`src/rtl/uart_autobaud.sv`:
```
// uart_autobaud: recovers the UART bit period from a 0x55 calibration
// character and produces the half-bit toggle divisor (CLK/BAUD/2 - 1).
//
// Handshake: this block has no valid/ready flow. `done` and `err` are
// single-cycle pulses. `bauddiv` is meaningful to the divider only while
// `locked` is high. A one-cycle `start` pulse is accepted in any state and
// has priority over every in-state event in the same cycle.
module uart_autobaud #(
  parameter int CNTW    = 21,
  parameter int MINBIT  = 16,
  parameter int IDLEMIN = 64,
  parameter int DEFDIV  = 2603
) (
  input  logic            clk,
  input  logic            nrst,
  input  logic            rx,
  input  logic            start,
  output logic [CNTW-5:0] bauddiv,
  output logic            locked,
  output logic            busy,
  output logic            done,
  output logic            err,
  output logic [1:0]      dbg_state
);

  // FSM encoding
  localparam logic [1:0] IDLE    = 2'd0;
  localparam logic [1:0] ARMED   = 2'd1;
  localparam logic [1:0] MEASURE = 2'd2;
  localparam logic [1:0] LOCKED  = 2'd3;

  localparam int IW = $clog2(IDLEMIN + 1);
  localparam logic [IW-1:0]   IDLE_TGT = IW'(IDLEMIN);
  // seg_cnt holds (cycles since last edge - 1), so an interval of exactly
  // MINBIT cycles shows up as MINBIT-1 and is still legal.
  localparam logic [CNTW-1:0] SEG_LIM  = CNTW'(MINBIT - 1);
  localparam logic [CNTW-1:0] TOT_MAX  = '1;
  localparam logic [CNTW-5:0] DEF_DIV  = (CNTW-4)'(DEFDIV);

  logic [1:0]      state;
  logic [1:0]      state_nxt;

  logic            rx_m;
  logic            rx_s;
  logic            rx_q;
  logic            fall;
  logic            rise;
  logic            edge_any;

  logic [IW-1:0]   idle_cnt;
  logic [IW-1:0]   idle_inc;
  logic [CNTW-1:0] tot_cnt;
  logic [CNTW-1:0] seg_cnt;
  logic [2:0]      fall_cnt;

  logic            idle_hit;
  logic            arm_go;
  logic            timeout;
  logic            glitch;
  logic            finish;

  logic [CNTW-1:0] t_total;
  logic [CNTW-5:0] new_div;

  // Two-flop synchronizer plus one delay flop for edge detection
  always_ff @(posedge clk or negedge nrst) begin
    if (!nrst) begin
      rx_m <= 1'b1;
      rx_s <= 1'b1;
      rx_q <= 1'b1;
    end else begin
      rx_m <= rx;
      rx_s <= rx_m;
      rx_q <= rx_s;
    end
  end

  assign fall     = rx_q & ~rx_s;
  assign rise     = ~rx_q & rx_s;
  assign edge_any = fall | rise;

  // tot_cnt is (cycles since the first falling edge - 1) at each detection,
  // so the full 8-bit-period span is tot_cnt + 1.
  assign t_total  = tot_cnt + CNTW'(1);
  assign new_div  = t_total[CNTW-1:4] - (CNTW-4)'(1);
  assign idle_inc = idle_cnt + IW'(1);

  // Decode the in-state events that drive the FSM and the datapath
  always_comb begin
    idle_hit = 1'b0;
    arm_go   = 1'b0;
    timeout  = 1'b0;
    glitch   = 1'b0;
    finish   = 1'b0;
    case (state)
      IDLE:    idle_hit = rx_s && (idle_inc == IDLE_TGT);
      ARMED:   arm_go   = fall;
      MEASURE: begin
        timeout = (tot_cnt == TOT_MAX);
        glitch  = !timeout && edge_any && (seg_cnt < SEG_LIM);
        finish  = !timeout && !glitch && fall && (fall_cnt == 3'd4);
      end
      default: ;
    endcase
  end

  // Next-state logic; start overrides everything
  always_comb begin
    state_nxt = state;
    if (start) begin
      state_nxt = IDLE;
    end else begin
      case (state)
        IDLE:    if (idle_hit) state_nxt = ARMED;
        ARMED:   if (arm_go) state_nxt = MEASURE;
        MEASURE: begin
          if (timeout || glitch) state_nxt = IDLE;
          else if (finish)       state_nxt = LOCKED;
        end
        LOCKED:  state_nxt = LOCKED;
        default: state_nxt = IDLE;
      endcase
    end
  end

  // State register
  always_ff @(posedge clk or negedge nrst) begin
    if (!nrst) state <= IDLE;
    else       state <= state_nxt;
  end

  // Idle-high qualification counter; any low cycle restarts it
  always_ff @(posedge clk or negedge nrst) begin
    if (!nrst) begin
      idle_cnt <= '0;
    end else if (start || (state != IDLE) || !rx_s || idle_hit) begin
      idle_cnt <= '0;
    end else begin
      idle_cnt <= idle_inc;
    end
  end

  // Total span and per-edge segment counters
  always_ff @(posedge clk or negedge nrst) begin
    if (!nrst) begin
      tot_cnt <= '0;
      seg_cnt <= '0;
    end else if (start || arm_go) begin
      tot_cnt <= '0;
      seg_cnt <= '0;
    end else if (state == MEASURE) begin
      tot_cnt <= tot_cnt + CNTW'(1);
      seg_cnt <= edge_any ? '0 : (seg_cnt + CNTW'(1));
    end
  end

  // Falling-edge count; the arming edge is number 1
  always_ff @(posedge clk or negedge nrst) begin
    if (!nrst) begin
      fall_cnt <= 3'd0;
    end else if (start) begin
      fall_cnt <= 3'd0;
    end else if (arm_go) begin
      fall_cnt <= 3'd1;
    end else if ((state == MEASURE) && fall && !timeout && !glitch) begin
      fall_cnt <= fall_cnt + 3'd1;
    end
  end

  // Result register: only a completed measurement changes bauddiv
  always_ff @(posedge clk or negedge nrst) begin
    if (!nrst) begin
      bauddiv <= DEF_DIV;
    end else if (!start && finish) begin
      bauddiv <= new_div;
    end
  end

  // Lock flag: set on success, cleared by start
  always_ff @(posedge clk or negedge nrst) begin
    if (!nrst) begin
      locked <= 1'b0;
    end else if (start) begin
      locked <= 1'b0;
    end else if (finish) begin
      locked <= 1'b1;
    end
  end

  // Single-cycle status pulses
  always_ff @(posedge clk or negedge nrst) begin
    if (!nrst) begin
      done <= 1'b0;
      err  <= 1'b0;
    end else begin
      done <= !start && finish;
      err  <= !start && (timeout || glitch);
    end
  end

  assign busy      = (state != LOCKED);
  assign dbg_state = state;

endmodule

```
`config.mk`:
```
export PLATFORM = sky130hd
export DESIGN_NAME = uart_autobaud
export DESIGN_NICKNAME = d
export VERILOG_FILES = /design/src/rtl/uart_autobaud.sv
export SDC_FILE = /design/constraint.sdc
export NUM_CORES = 1
export LEC_CHECK = 0
export ABC_AREA = 1
export CAP_MARGIN = 40
export CORE_MARGIN = 3
export CORE_UTILIZATION = 60
export CTS_CLUSTER_SIZE = 12
export DETAILED_ROUTE_END_ITERATION = 10
export PLACE_DENSITY = 0.8
export SYNTH_ARGS = -nofsm -noshare
export SYNTH_HDL_FRONTEND = slang
export SYNTH_SLANG_ARGS = --single-unit
```
`constraint.sdc`:
```
create_clock -name clk -period 6.66 [get_ports clk]
set_input_delay 0.999 -clock clk [delete_from_list [all_inputs] [get_ports clk]]
set_output_delay 0.999 -clock clk [all_outputs]
set_load 0.01 [all_outputs]
```
==> impl_metrics.yaml, run 1 <==
timing:
  hold_viol_final: 0
  tightest_slew_ns: 0.586
  rsz0062_at_grt: "false"
  fin_skew_ns: 0.0127
  max_freq_ghz: 0.344
  min_period_over_period: 0.437
  slew_violations: 0
  relSlewSlack: 0.609
  setup_viol: 0
  min_period_ns: 2.91
  setup-tns-final_ns: 0
critical_path:
  worstPathArrival_ns: 3.18
  end_kind: "flip-flop"
  crit_family: "buffers and inverters"
  cp.required_ns: 6.93
  cp.buffers_inverters: 3
  critPathKind: "in -> reg"
  cp_max_fo: 32
  critPathSlowestCell: "clkdlybuf4s50_1"
  slowest_delay_ns: 0.63
  worstPathCellList: "clkdlybuf4s50_1, inv_1, nand2_2, nor2_2, inv_2, nand2_1, or2_1, o21ai_0, nor3b_1"
  start_kind: "input pin"
cells_and_area:
  area_growth_pct: 12.5
  drive_above_1_share: 0.111
  multi_input_area_um2: 2180
  fin_util: 0.718
  fin_cells: 724
  diodes: 0
  ff_latch_area_um2: 1940
  nets: 635
  fillers: 564
run_status:
  status: "complete, no violations"
placed_design:
  portBuffers: 26
  place_congestion: 0.884
  dp_cells: 708
  hpwl_mm: 7.51
job:
  max_cap_violations: 0
power:
  seqPwrFrac: 0.495
  internal_power_mw: 0.715
  combPwrFrac: 0.151
  power_switching_mw: 0.296
  power_mw: 1.01
  pwr-share-clk: 0.354
  switching_share: 0.293
  vdd_drop_max_mv: 0.144
  power_leakage_nw: 2.34
  power_density_nw_per_um2: 201
synthesis:
  synth_largest_area_cell: "dfrtp_1"
  synthTopCellsByArea: "dfrtp_1 38%, nand2_1 12%, inv_1 6.3%, nor2_1 5.6%, nand3_1 5.5%"
  ys_types: 42
  async_flop_share: 1.00
  syn-num-nets: 604
  seq_area_frac_synth: 0.433
  synth_common_cells: "147 x nand2_1, 75 x inv_1, 68 x dfrtp_1"
  synth_cells: 592
  yosys_register_bits: 77
  yosysMostFrequentCell: "nand2_1"
  synth_top_area_frac: 0.380
  synth_ff_type: "dfrtp_1"
  syn_area_um2: 4480
  avgSynthCellArea_um2: 7.57
  synth_warnings: 0
  synth_edf_count: 0
detailed_routing:
  first_iter_violations: 223
  drc: 0
  vias: 4025
  totalWireLength_mm: 9.96
  ant_nets: 0
  dr.pass1.iters: 5
  wl_per_cell_um: 13.8
  viasPerCell: 5.56
die:
  dieArea_um2: 8540
  start_util: 0.638
  die_x_um: 92.4
  pin_count: 27
  core_region_area_um2: 7020
  die_h_um: 92.4
  num_rows: 30
grt:
  grt_pass1_vias: 3919
  grt_max_degree: 45
  antenna_found_initial: 0
  overflow: 0
  grt_pass1_wl_mm: 17.6
  track_usage: 0.257
clocking:
  cts_resized: 0
  numCtsBuffers: 9
  cts_buffer_depth: 2
  root_buffer: "clkbuf_8"
  clock_sinks: 77
  clk_latency_ns: 0.36
  cts_tree: "done"
  h-tree-depth: 3
  clk_pin_slew_worst_paths_ns: 0.07
  hold_buffers: 0
  post_cts_buffers: 0
hold_path:
  hold_path_class: "reg -> reg"
-- metrics by stage --
stage / instance area (um2) / setup slack [ns] / hold WS [ns]
6_report: 5040 / 3.75 / 0.361
5_1_grt: 5040 / 3.58 / 0.370
4_1_cts: 5040 / 3.78 / 0.364
3_5_place_dp: 4840 / 3.41 / 0.348
3_3_place_gp: 4810 / 3.47 / 0.350
2_1_floorplan: 4480 / 4.55 / 0.345
-- final timing paths --
kind	start	end	slack, ns	depth (start not counted)
setup / recovery	start	seg_cnt[20]	3.75	9
hold / removal	rx_m	rx_s	0.36	0
setup reg to reg	tot_cnt[0]	bauddiv[6]	3.88	12
hold reg to reg	rx_m	rx_s	0.36	0
max in group asynchronous	nrst	bauddiv[3]	5.45	2
min in group asynchronous	nrst	seg_cnt[8]	0.58	1
-- flip-flops by register name (all words and copies together), names as in the netlist --
register,cells
seg_cnt,21
dbg_state,2
fall_cnt,3
done,1
rx_q,1
idle_cnt,7
locked,1
rx_s,1
rx_m,1
tot_cnt,21
bauddiv,17
err,1
-- per-layer routing --
layer	GRT usage	vias up	routed length, um
li1	-	1985	-
met1	0.337	1886	4520
met2	0.412	129	4700
met3	0.0504	25	491
met4	0.115	0	250
met5	0	-	0
-- power groups by stage --
stage	sequential, mW	combinational (mW)	clock [mW]
final	0.500	0.153	0.358
after global routing	0.503	0.171	0.385
after CTS	0.500	0.153	0.364
after detailed placement	0.509	0.153	0
after global placement	0.509	0.146	0
after floorplan	0.510	0.0923	0
-- layout make-up --
class,count,area share
Clock buffer,11,0.0281
Clock inverter,5,0.0119
Inverter,82,0.0611
Multi-Input combinational cell,426,0.434
Sequential cell,77,0.385
Tap cell,96,0.0238
Timing Repair Buffer,27,0.0566
-- cell usage in the layout (no fill, tap or decap), types with 12 or more instances in the layout --
master	Yosys	layout
nand2_2	12	12
nand3_1	49	49
nor2_1	67	67
clkdlybuf4s50_1	0	25
o22ai_1	18	18
nand4_1	16	16
nor3_1	12	12
nand2_1	147	147
dfrtp_1	68	68
inv_1	75	75
a21oi_1	14	14
o21ai_0	23	23
-- cell families (layout without fill, tap and decap cells) --
family / Yosys count / count (layout) / synth area share
simple gates: 328 / 328 / 0.334
buf+inv: 89 / 125 / 0.0796
flops: 77 / 77 / 0.433
compound gates: 73 / 73 / 0.0964
xor+xnor: 17 / 17 / 0.0349
fa+ha+maj: 8 / 8 / 0.0223
Power figures use the tool's default switching activity.
==> run 2, diff against run 1 <==
==> constraint.sdc (replaced) <==
create_clock -name clk -period 3.01 [get_ports clk]
set_input_delay 0.4515 -clock clk [delete_from_list [all_inputs] [get_ports clk]]
set_output_delay 0.4515 -clock clk [all_outputs]
set_load 0.01 [all_outputs]
==> run 2 against run 1 <==
Against the previous run: non-clock buffer count is 4 higher; flip-flop and latch count did not move; sequential power rose by 120%; setup slack got worse by 3.2 ns; combinational power increased by 130%.
==> impl_metrics.yaml, run 2 (same netlist as run 1, synthesis figures left out) <==
run_status:
  status: "complete, no violations"
timing:
  slew_violations: 0
  setup-tns-final_ns: 0
  setup_ws_ns: 0.509
  min_period_ns: 2.50
  max_freq_ghz: 0.400
  rsz0062_at_grt: "false"
  tightest_slew_ns: 0.550
  relSlewSlack: 0.633
  setup_viol: 0
  hold_viol_final: 0
  fin_skew_ns: 0.00919
  min_period_over_period: 0.831
job:
  max_cap_violations: 0
power:
  power_density_nw_per_um2: 467
  vdd_drop_max_mv: 0.391
  power_leakage_nw: 2.37
  power_mw: 2.38
cells_and_area:
  ff_latch_area_um2: 1940
  area_growth_pct: 13.8
  nets: 639
  final_cell_mix: "147 x nand2_1, 75 x inv_1, 68 x dfrtp_1"
  fin_util: 0.726
  fillers: 566
  mostFrequentLayoutCell: "nand2_1"
  fin_cells: 728
  diodes: 0
  top_regs: "seg_cnt (21), tot_cnt (21), bauddiv (17)"
  multi_input_area_um2: 2180
  drive_above_1_share: 0.117
critical_path:
  r2r_slack_ns: 0.51
  start_kind: "flip-flop"
  worstPathArrival_ns: 2.74
  critPathKind: "reg -> reg"
  critPathCapture: "bauddiv[14]"
  r2r-end: "bauddiv[14]"
  crit_start: "tot_cnt[0]"
  rr_startpoint: "tot_cnt[0]"
  cp_max_fo: 9
  end_kind: "flip-flop"
  cp.required_ns: 3.25
  ff2ff_path_depth: 13
detailed_routing:
  first_iter_violations: 317
  wl_per_cell_um: 13.9
  vias: 4084
  viasPerCell: 5.61
  drc: 0
  ant_nets: 0
  totalWireLength_mm: 10.1
  dr.pass1.iters: 5
die:
  die_h_um: 92.4
  core_region_area_um2: 7020
  die_x_um: 92.4
  pin_count: 27
  start_util: 0.638
  dieArea_um2: 8540
  num_rows: 30
grt:
  grt_pass1_vias: 3886
  track_usage: 0.260
  grt_max_degree: 43
  antenna_found_initial: 0
  grt_pass1_wl_mm: 17.8
  overflow: 0
clocking:
  clock_sinks: 77
  clk_pin_slew_worst_paths_ns: 0.08
  root_buffer: "clkbuf_8"
  cts_resized: 0
  numCtsBuffers: 9
  post_cts_buffers: 0
  clk_latency_ns: 0.35
  cts_tree: "done"
  hold_buffers: 0
  h-tree-depth: 3
  cts_buffer_depth: 2
hold_path:
  hold_path_class: "in -> async"
placed_design:
  place_congestion: 0.895
  dp_slack_ns: 0.553
  portBuffers: 26
  hpwl_mm: 7.63
  dp_cells: 712
-- run 2: cell types whose count changed in the layout (fill, tap and decap cells not counted) --
cell       change
bufinv_16      +2
clkbuf_8       -1
buf_4          +4
buf_12         +1
clkinv_4       -1
buf_16         -1
-- run 2: final cells by class --
class                      count  area share
clock inverter                 6      0.0218
multi-input combinational    426       0.429
inverter                      82      0.0604
tap                           96      0.0236
sequential                    77       0.380
timing repair buffer          31      0.0604
clock buffer                  10      0.0250
-- run 2: report_power, final --
group | switching, mW | internal, mW | leakage (nW)
clock | 0.381 | 0.551 | 0.116
combinational | 0.234 | 0.111 | 1.22
sequential | 0.0338 | 1.07 | 1.03
-- run 2: metrics by stage --
stage	cell area, um2	hold slack, ns
after global routing	5100	0.0682
final	5100	0.0431
after CTS	5100	0.0546
after global placement	4840	0.354
after detailed placement	4860	0.350
after floorplan	4480	0.156
-- run 2: how the worst min path moves through the flow --
| stage | start | slack [ns] | end |
|---|---|---|---|
| after floorplan | nrst | 0.16 | bauddiv[10] |
| after global placement | rx_m | 0.35 | rx_s |
| after detailed placement | rx_m | 0.35 | rx_s |
| after CTS | nrst | 0.05 | seg_cnt[12] |
| after global routing | nrst | 0.07 | seg_cnt[14] |
| final | nrst | 0.04 | seg_cnt[14] |
-- run 2: metal layers --
layer,part of all wire,global-route usage,vias to the layer above
met4,0.022,0.0903,0
met1,0.43,0.343,1896
met3,0.067,0.0496,25
li1,-,-,1991
met2,0.48,0.430,172
met5,0,0,-
-- run 2: critical path: stages (launching register included) --
cell,delay [ns]
dfrtp_1,0.41
ha_1,0.26
inv_1,0.10
nor2_4,0.24
nand2_1,0.08
nand2_1,0.13
ha_1,0.20
nand3_1,0.14
nor2_2,0.22
nand3_1,0.16
nor2_1,0.21
nand3b_1,0.10
nand3_1,0.09
nand2_1,0.05
